### src/rtl/countdown_timer_pkg.sv
// Shared types for the countdown timer: FSM state encoding.
package countdown_timer_pkg;

  typedef enum logic [1:0] {
    IDLE    = 2'b00,
    RUN     = 2'b01,
    EXPIRED = 2'b10
  } state_t;

endpackage

### src/rtl/countdown_timer.sv
// Loadable down-counter with programmable step, expiry pulse, sticky borrow and optional auto-reload.
// Latency: load/decrement visible 1 cycle after the sampling edge; no backpressure, inputs sampled every cycle.
module countdown_timer
  import countdown_timer_pkg::*;
#(
  parameter int WIDTH_P = 4
) (
  input  logic               clk,
  input  logic               reset_L,
  input  logic               en,
  input  logic               clr,
  input  logic               load,
  input  logic [WIDTH_P-1:0] load_val,
  input  logic [WIDTH_P-1:0] dec,
  input  logic               auto_reload,
  output logic [WIDTH_P-1:0] val,
  output logic               zero,
  output logic               busy,
  output logic               expired,
  output logic               underflow
);

  state_t             state_q, state_d;
  logic [WIDTH_P-1:0] val_q, val_d;
  logic [WIDTH_P-1:0] reload_q, reload_d;
  logic               underflow_q, underflow_d;
  logic               expired_q, expired_d;

  logic               borrow;
  logic [WIDTH_P-1:0] diff;

  // Extra MSB catches the borrow when the step exceeds the current count.
  assign {borrow, diff} = {1'b0, val_q} - {1'b0, dec};

  always_comb begin
    state_d     = state_q;
    val_d       = val_q;
    reload_d    = reload_q;
    underflow_d = underflow_q;
    expired_d   = 1'b0;

    if (clr) begin
      state_d     = IDLE;
      val_d       = '0;
      underflow_d = 1'b0;
    end else if (load) begin
      val_d    = load_val;
      reload_d = load_val;
      state_d  = (load_val != '0) ? RUN : EXPIRED;
    end else if (state_q == RUN && en && dec != '0) begin
      if (!borrow && diff != '0) begin
        val_d = diff;
      end else begin
        expired_d = 1'b1;
        if (borrow) underflow_d = 1'b1;
        if (auto_reload && reload_q != '0) begin
          val_d = reload_q;
        end else begin
          val_d   = '0;
          state_d = EXPIRED;
        end
      end
    end
  end

  always_ff @(posedge clk) begin
    if (!reset_L) begin
      state_q     <= IDLE;
      val_q       <= '0;
      reload_q    <= '0;
      underflow_q <= 1'b0;
      expired_q   <= 1'b0;
    end else begin
      state_q     <= state_d;
      val_q       <= val_d;
      reload_q    <= reload_d;
      underflow_q <= underflow_d;
      expired_q   <= expired_d;
    end
  end

  assign val       = val_q;
  assign zero      = (val_q == '0);
  assign busy      = (state_q == RUN);
  assign expired   = expired_q;
  assign underflow = underflow_q;

`ifdef ASSERT_ON
  // A back-to-back expiry pulse is only legal when the timer stayed in RUN (auto-reload).
  a_expired_gap : assert property (@(posedge clk) disable iff (!reset_L)
    (expired_q && state_q != RUN) |=> !expired_q);

  a_clr_effect : assert property (@(posedge clk) disable iff (!reset_L)
    clr |=> (val_q == '0 && !underflow_q));

  a_busy_run : assert property (@(posedge clk) busy |-> (state_q == RUN));
`endif

endmodule

### config.mk
export PLATFORM = sky130hd
export DESIGN_NAME = countdown_timer
export DESIGN_NICKNAME = d
export VERILOG_FILES = /design/src/rtl/countdown_timer_pkg.sv /design/src/rtl/countdown_timer.sv
export SDC_FILE = /design/constraint.sdc
export NUM_CORES = 1
export LEC_CHECK = 0
export CORE_AREA = 2 2 54 56
export CTS_BUF_LIST = sky130_fd_sc_hd__clkbuf_4 sky130_fd_sc_hd__clkbuf_8
export CTS_CLUSTER_DIAMETER = 150
export DETAILED_ROUTE_END_ITERATION = 8
export DIE_AREA = 0 0 56 58
export GPL_TIMING_DRIVEN = 1
export SLEW_MARGIN = 10
export SYNTH_ARGS = -nofsm -noshare
export SYNTH_HDL_FRONTEND = slang
export SYNTH_SLANG_ARGS = --single-unit
### constraint.sdc
create_clock -name clk -period 3.3 [get_ports clk]
set_input_delay 0.66 -clock clk [delete_from_list [all_inputs] [get_ports clk]]
set_output_delay 0.66 -clock clk [all_outputs]
set_load 0.05 [all_outputs]
# [After elaboration in Yosys (flattened, before gate mapping)]
# Cells that the tools add are included.
[op_classes] n_bitwise=5 add_sub_neg=1 eq_ne=3 muxes=10 n_reduce_logical=16
[ops] cell="$mux 4" n=4
[ops] cell="$reduce_bool 4->1" n=4
[ops] cell="$mux 2" n=5
[ops] cell="$not 1->1" n=5
[ops] cell="$sub 4x4->5" n=1
[ops] cell="$logic_and 1x1->1" n=4
[ops] cell="$logic_not 4->1" n=1
[ops] cell="$ne 2x2->1 const B" n=2
[ops] cell="$reduce_and 4->1" n=1
[ops] cell="$reduce_or 4->1" n=1
[ops] cell="$reduce_and 3->1" n=1
[ops] cell="$eq 2x1->1 const B" n=1
[ops] cell="$reduce_and 2->1" n=1
[ops] cell="$reduce_bool 2->1" n=1
[ops] cell="$reduce_or 2->1" n=1
[ops] cell="$logic_not 1->1" n=1
[ops] cell="$mux 1" n=1
[totals] input_bits=14 elab_cells=40 register_bits=12 out_inout_bits=8

# [Longest topological paths before layout]
# Gate-level depths: netlist of the first run.
[logic_depth] word_depth=6 ltp_mapped=9 ltp_nobuf=9

# [Worst setup path before layout of the first run]
# No wires, ideal clock.
[synth_timing] kind="register to output" startpoint="register val_q[3], in the netlist val[3]" endpoint="output port zero" stages_incl_launch_ff=2 setup_slack_ps=552 arrival_ps=2088 path_cell_list="dfxtp_1 nor4_1"
[synth_via] elab_chain_cells=1
[synth_rtl] element="from (decl)" line_no="countdown_timer.sv:24" rtl="logic [WIDTH_P-1:0] val_q, val_d;"
[synth_rtl] element="from (signal assigned)" line_no="countdown_timer.sv:75" rtl="val_q <= val_d;"
[synth_rtl] element="$logic_not 4->1" line_no="countdown_timer.sv:83" rtl="assign zero = (val_q == '0);"
[synth_rtl] element="to (decl)" line_no="countdown_timer.sv:17" rtl="output logic zero,"
# No other way between the ends.

# [Worst setup path in the final report of the first run]
[layout_timing] startpoint="input port dec[0]" endpoint="register state_q[0]"
[layout_via] elab_chain_cells=5
[layout_rtl] element="from (decl)" line_no="countdown_timer.sv:14" rtl="input logic [WIDTH_P-1:0] dec,"
[layout_rtl] element="$sub 4x4->5" line_no="countdown_timer.sv:33" rtl="assign {borrow, diff} = {1'b0, val_q} - {1'b0, dec};"
[layout_rtl] element="$reduce_bool 4->1 / $logic_not 1->1 (equally long branches)" line_no="countdown_timer.sv:51" rtl="if (!borrow && diff != '0) begin"
[layout_rtl] element="$logic_and 1x1->1" line_no="countdown_timer.sv:51"
[layout_rtl] element="$ne 2x2->1 (no line)"
[layout_rtl] element="$reduce_and 3->1 (no line) (*)"
[layout_rtl] element="to (signal assigned)" line_no="countdown_timer.sv:74" rtl="state_q <= state_d;"
[layout_rtl] element="to (decl)" line_no="countdown_timer.sv:23" rtl="state_t state_q, state_d;"
# Every way passes the cells marked *; elsewhere a longest branch is shown, timed or not.
# A chain may end at the register's enable or synchronous reset.

==> results of run 1 <==
how the worst max path moves through the flow:
| stage | to | slack (ns) | depth (start not counted) |
|---|---|---|---|
| final | state_q[0] | 0.55 | 9 |
| after global routing | state_q[0] | 0.43 | 9 |
| after CTS | state_q[0] | 0.54 | 9 |
| after detailed placement | state_q[0] | 0.26 | 9 |
| after global placement | state_q[0] | 0.33 | 9 |
| after floorplan | zero | 0.55 | 1 |
cell usage after synthesis, types with 3 or more instances:
library cell,count
dfxtp_1,12
ha_1,4
inv_1,6
mux2i_1,5
nand2_1,4
nand3_1,4
nor2_1,6
nor2b_1,9
o21ai_0,3
o21ai_1,3
kinds of logic (layout without fill, tap and decap cells):
family	count (synthesis)	after routing	synth area share, %
muxes	6	6	8.286
buffers and inverters	8	30	4.428
and+or+nand+nor	36	36	24.71
DFF	12	12	27.43
adders and majority gates	5	5	8.000
AOI/OAI and AO/OA	25	25	24.14
xor gates and xnor gates	3	3	3.001
cell usage in the layout (no fill, tap or decap), types with 2 or more instances in the layout:
master,instances
mux2i_1,5
clkbuf_4,3
nor2_1,6
clkdlybuf4s50_1,21
inv_1,6
nor3_1,2
o41ai_1,2
nand3_1,4
xor2_1,2
nand2_1,4
o21ai_1,3
o22ai_1,2
nor2b_1,9
nand2b_1,2
ha_1,4
o21ai_0,3
dfxtp_1,12
o21ai_2,2
nand4b_1,2
tightest hold or removal path: cells and delay by family (launching register included):
family | cells | cell delay (ns)
flip-flops | 1 | 0.34
AO/OA/AOI/OAI | 1 | 0.04
AND/OR/NAND/NOR | 1 | 0.07
layout make-up:
| class | count | area [sq um] | area share, % |
|---|---|---|---|
| tap | 31 | 38.79 | 3.429 |
| multi-input combinational | 75 | 596.8 | 52.77 |
| timing repair buffer | 21 | 210.2 | 18.58 |
| clock buffer | 3 | 22.52 | 1.991 |
| inverter | 6 | 22.52 | 1.991 |
| sequential | 12 | 240.2 | 21.24 |
routing by layer:
metal  wire length, um  GRT usage [%]  vias up
li1                  -              -      397
met1              1017          18.51      390
met2               936          23.19       21
met3               103          2.455        4
met4                25          5.102        0
met5                 0              0        -
report_power, final:
group          internal (mW)  switching (mW)
clock                 0.0422          0.0475
combinational         0.0527          0.0632
sequential             0.150         0.00517
total                  0.245           0.116
per-stage QoR:
step	util [%]	setup WS (ns)	power, mW
2_1_floorplan	-	0.5523	0.2351
3_3_place_gp	41.64	0.3319	0.2729
3_5_place_dp	41.64	0.2633	0.2744
4_1_cts	42.48	0.5393	0.3634
5_1_grt	42.48	0.4339	0.3789
6_report	42.48	0.5455	0.3610
flip-flops by register name, indices dropped and copies added, names as in the netlist:
signal / flops
expired: 1
reload_q: 4
state_q: 2
underflow: 1
val: 4
==> flow_summary.yaml, run 1 <==
grt:
  global_route.usage.total_pct: 14.03
  grt_pass1_vias: 826
  wire_length_of_the_first_global_routing_pass_mm: 3.663
  globalRouteOverflowTotal: 0
  grt_max_degree: 12
  grt_antenna_before_repair: 0
die:
  initial_utilization_pct: 32.89
  core_sq_mm: 0.002663
  die_h_um: 58
  die_area_sq_mm: 0.003248
  fp-row-count: 19
  die_width_um: 56
  number_of_placed_i_o_pins: 22
finish:
  n_antenna_cell: 0
  num-nets-final: 138
  post-route-cell-area_sq_mm: 0.001131
  count_of_filler_cells_inserted_in_the_layout: 273
  drive_above_1_share_pct: 11.11
  final_cells: 148
  area_growth_pct: 29.14
critical_path:
  timing.critical_path.buf_inv: 2
  critical_path.top_delay_family: "adder cells"
  reg2regPathDepth: 9
  timing.critical_path.required_ns: 3.47
  crit_path_start: "dec[0]"
  reg2reg_to: "state_q[0]"
  longest_individual_stage_delay_on_the_worst_path_ns: 0.50
  crit_path_end_kind: "flip-flop"
  largest_fanout_of_any_net_on_the_critical_path: 4
  critical_path.startpoint_type: "input pin"
  timing.reg2reg.setup_slack_ns: 0.97
  critPathArrivalTime_ns: 2.92
  crit_path_cell_trace: "clkdlybuf4s50_1 -> ha_1 -> inv_1 -> fa_1 -> xor2_1 -> or3_4 -> mux2i_4 -> o21ai_2 -> a31o_1"
  crit-reg2reg-launch: "val[0]"
  path_class: "input pin to flip-flop"
  timing.critical_path.slowest_stage_cell: "clkdlybuf4s50_1"
synth:
  ys_types: 42
  synth.largest_area_cell: "dfxtp_1"
  synthesis.nets: 114
  postSynthAreaPerCell_sq_um: 9.219
  synth-seq-area-share_pct: 27.43
  synth_warnings: 0
  synthesis.instances: 95
  postSynth.topFlopCell: "dfxtp_1"
  post_synth_design_cell_area_sq_um: 875.8
  synth_async_sr_flop_share_pct: 0
  synth_area_leaders: "dfxtp_1 27%, nor2b_1 6.4%, ha_1 5.7%"
  synth_enable_flop_cells: 0
  synth_top_cell_area_share_pct: 27.43
  yosys_register_bits: 12
routing:
  route.detailed.wl_per_inst_um: 14.07
  drt_drc_violations_left: 0
  routed_wl_mm: 2.083
  postRouteAntennaNets: 0
  detailroute.via_count: 812
  drtIter0Drc: 21
  drt-pass1-iter-count: 4
  vias_per_cell: 5.486
clock_network:
  clock_tree_from_tritoncts: "yes"
  ctsHoldBuffers: 0
  cts_buffers: 3
  post_cts_resized: 0
  clk-insertion-delay-late_ns: 0.27
  worst_setup_hold_path_clk_slew_ns: 0.08
  clock-sinks: 12
  largest_buffer_count_on_any_clock_path: 2
  cts_setup_buffers: 0
  cts_htree_levels: 1
  root_buffer: "clkbuf_4"
sta:
  grt_setup_unrepaired: "false"
  finalWorstPathRequiredPeriod_ns: 2.754
  timing.slew.headroom_pct: 60.39
  fmaxAchievable_ghz: 0.3630
  timing.setup.tns_ns: 0
  finalSetupViolations: 0
  tightestPinTransition_ns: 0.5929
  final.hold.worst_slack_ns: 0.4778
  final-max-slew-violation-count: 0
  timing_hold_violations_final: 0
  finalClockSkew_ns: 0.005348
  layout_worst_path_cycle_share_pct: 83.47
placed_design:
  dp_hpwl_mm: 1.671
  numPlacedInstances: 145
  gp_congestion: 0.8225
  placement.cell_area_sq_mm: 0.001109
  number_of_input_and_output_port_buffers_inserted: 21
power:
  leakagePower_nw: 0.4229
  cellPowerDensity_mw_per_mm2: 319.2
  ir_worst_vdd_v: 0.0002345
worst_hold_path:
  min_delay_path_depth: 2
  class_of_the_most_critical_hold_timing_path: "flip-flop to flip-flop"
  hold_end: "underflow"
  worst_hold_startpoint: "underflow"
job:
  drv_cap: 0
run_status:
  status: "completed"
Power figures use the tool's default switching activity.
==> run 2, diff against run 1 <==
==> constraint.sdc (replaced) <==
create_clock -name clk -period 2.4 [get_ports clk]
set_input_delay 0.48 -clock clk [delete_from_list [all_inputs] [get_ports clk]]
set_output_delay 0.48 -clock clk [all_outputs]
set_load 0.05 [all_outputs]
==> run 2 against run 1 <==
Final cell count up 8.1%. Routed wire length is 11% higher. Sequential cell count did not move. Critical path type unchanged. Critical endpoint is now val[2].
==> flow_summary.yaml, run 2 (synthesis gave the netlist of run 1 again) <==
placed_design:
  numPlacedInstances: 155
  number_of_input_and_output_port_buffers_inserted: 21
  gp_congestion: 0.7765
  dp_hpwl_mm: 1.808
routing:
  drt-pass1-iter-count: 4
  route.detailed.wl_per_inst_um: 14.39
  vias_per_cell: 5.344
  drt_drc_violations_left: 0
  routed_wl_mm: 2.303
  detailroute.via_count: 855
  drtIter0Drc: 15
  postRouteAntennaNets: 0
critical_path:
  reg2reg_to: "val[2]"
  crit_path_end_kind: "flip-flop"
  crit-reg2reg-launch: "val[0]"
  critical_path.startpoint_type: "input pin"
  largest_fanout_of_any_net_on_the_critical_path: 2
  critPathArrivalTime_ns: 2.53
  longest_individual_stage_delay_on_the_worst_path_ns: 0.46
  crit_path_cell_trace: "clkdlybuf4s50_1 -> inv_1 -> fa_2 -> nand2b_4 -> or3_4 -> mux2i_4 -> buf_6 -> a311oi_2 -> o21ai_1"
  timing.critical_path.slowest_stage_cell: "fa_2"
  timing.reg2reg.setup_slack_ns: 0.12
  timing.critical_path.required_ns: 2.60
  path_class: "input pin to flip-flop"
  reg2regPathDepth: 10
clock_network:
  cts_buffers: 3
  root_buffer: "clkbuf_4"
  clock-sinks: 12
  worst_setup_hold_path_clk_slew_ns: 0.08
  largest_buffer_count_on_any_clock_path: 2
  clk-insertion-delay-late_ns: 0.27
  cts_htree_levels: 1
  clock_tree_from_tritoncts: "yes"
finish:
  area_growth_pct: 43.57
  num-nets-final: 149
  n_antenna_cell: 0
  drive_above_1_share_pct: 24.81
  final_cells: 160
  most_frequent_standard_cell_in_the_layout_excluding_fill_and_tap_cells: "clkdlybuf4s50_1"
  most_used_cells_in_the_layout_excluding_fill_and_tap_cells: "20 x clkdlybuf4s50_1, 11 x dfxtp_1, 10 x buf_4"
power:
  p_clk_share_pct: 28.4
  internal_power_uw: 395.1
  cellPowerDensity_mw_per_mm2: 451.1
  switching_portion_of_total_power_pct: 30.35
  ir_worst_vdd_v: 0.0002752
  pwr-share-seq_pct: 37.9
  total_switching_power_uw: 172.1
  leakagePower_nw: 0.4961
  share_comb_of_total_power_pct: 33.7
sta:
  timing.setup.tns_ns: 0
  layout_worst_path_cycle_share_pct: 97.24
  finalSetupViolations: 0
  finalWorstPathRequiredPeriod_ns: 2.334
  final-max-slew-violation-count: 0
  finalClockSkew_ns: 0.0009526
  timing.slew.headroom_pct: 61.25
  tightestPinTransition_ns: 0.5800
  timing_hold_violations_final: 0
  fmaxAchievable_ghz: 0.4285
run_status:
  status: "completed"
grt:
  globalRouteOverflowTotal: 0
  met3_usage_pct: 2.679
  grt_use_met2_pct: 27.23
  grt_max_degree: 11
  global_route.usage.total_pct: 15.00
  wire_length_of_the_first_global_routing_pass_mm: 3.939
  grt_antenna_before_repair: 0
  grt_pass1_vias: 903
  grtUsageMet1_pct: 18.73
  global_route.peak_usage_layer: "met2"
job:
  drv_cap: 0
die:
  initial_utilization_pct: 32.89
  fp-row-count: 19
  core_sq_mm: 0.002663
  die_width_um: 56
  number_of_placed_i_o_pins: 22
  die_h_um: 58
  die_area_sq_mm: 0.003248
worst_hold_path:
  hold_end: "underflow"
  worst_hold_startpoint: "underflow"
  class_of_the_most_critical_hold_timing_path: "flip-flop to flip-flop"
  min_delay_path_depth: 2
-- run 2: cell types whose count changed in the layout (fill, tap and decap cells not counted), sizes merged --
cell	previous run	this run
dlygate4sd2	0	1
clkbuf	3	4
clkdlybuf4s50	21	20
buf	0	11
-- run 2: layer usage --
| layer | part of all wire (%) | up-vias |
|---|---|---|
| li1 | - | 419 |
| met1 | 46 | 409 |
| met2 | 50 | 27 |
| met3 | 4.4 | 0 |
| met4 | 0 | 0 |
| met5 | 0 | - |
-- run 2: final cells by class --
type                       instances  area, sq um
fill                             271         1405
timing repair buffer              32        295.3
inverter                           6        22.52
tap                               31        38.79
clock buffer                       4        36.28
sequential                        12        241.5
multi-input combinational         75        623.1
-- run 2: repair_timing --
item,CTS,global route
setup endpoints to repair,6,2
hold buffers,0,0
gates resized for setup,6,2
setup buffers,1,0
pin swaps,3,1
-- run 2: how the worst max path moves through the flow --
stage                     cells past startpoint     end   start
after detailed placement                     10  val[2]  dec[0]
after global placement                       10  val[2]  dec[0]
after CTS                                    10  val[2]  val[0]
final                                         9  val[2]  dec[1]
after floorplan                               1    zero  val[3]
after global routing                          9  val[2]  dec[1]
-- run 2: through the flow --
stage	hold WS, ns	total power [mW]	utilization [%]	cell area, sq um	setup WS [ns]
floorplan	0.4696	0.3234	-	877.1	-0.1677
global placement	0.4653	0.3968	44.50	1185	-0.3509
detailed placement	0.4882	0.3980	44.50	1185	-0.4054
CTS	0.5047	0.5671	46.99	1251	0.07786
global route	0.5364	0.5993	47.23	1257	-0.007259
finish	0.5000	0.5672	47.23	1257	0.06636
-- run 2: critical path, delay by kind of cell --
family	cells	cell delay [ns]
AOI/OAI and AO/OA	2	0.26
adders and majority gates	1	0.46
buffers and inverters	3	0.66
muxes	1	0.19
and+or+nand+nor	2	0.49
-- run 2: power groups by stage --
stage                     logic, mW  registers [mW]  clock network (mW)
after CTS                     0.190           0.214               0.163
after detailed placement      0.179           0.219                   0
after floorplan              0.0970           0.226                   0
after global routing          0.206           0.216               0.177
final                         0.191           0.215               0.161
after global placement        0.178           0.219                   0
==> run 3, diff against run 2 <==
--- a/config.mk
+++ b/config.mk
@@ -5,12 +5,14 @@
 export SDC_FILE = /design/constraint.sdc
 export NUM_CORES = 1
 export LEC_CHECK = 0
+export CAP_MARGIN = 10
 export CORE_AREA = 2 2 54 56
 export CTS_BUF_LIST = sky130_fd_sc_hd__clkbuf_4 sky130_fd_sc_hd__clkbuf_8
 export CTS_CLUSTER_DIAMETER = 150
 export DETAILED_ROUTE_END_ITERATION = 8
 export DIE_AREA = 0 0 56 58
 export GPL_TIMING_DRIVEN = 1
+export SKIP_LAST_GASP = 1
 export SLEW_MARGIN = 10
 export SYNTH_ARGS = -nofsm -noshare
 export SYNTH_HDL_FRONTEND = slang
==> results of run 3 <==
The final DEF is identical to that of run 2; final timing and power are the same.
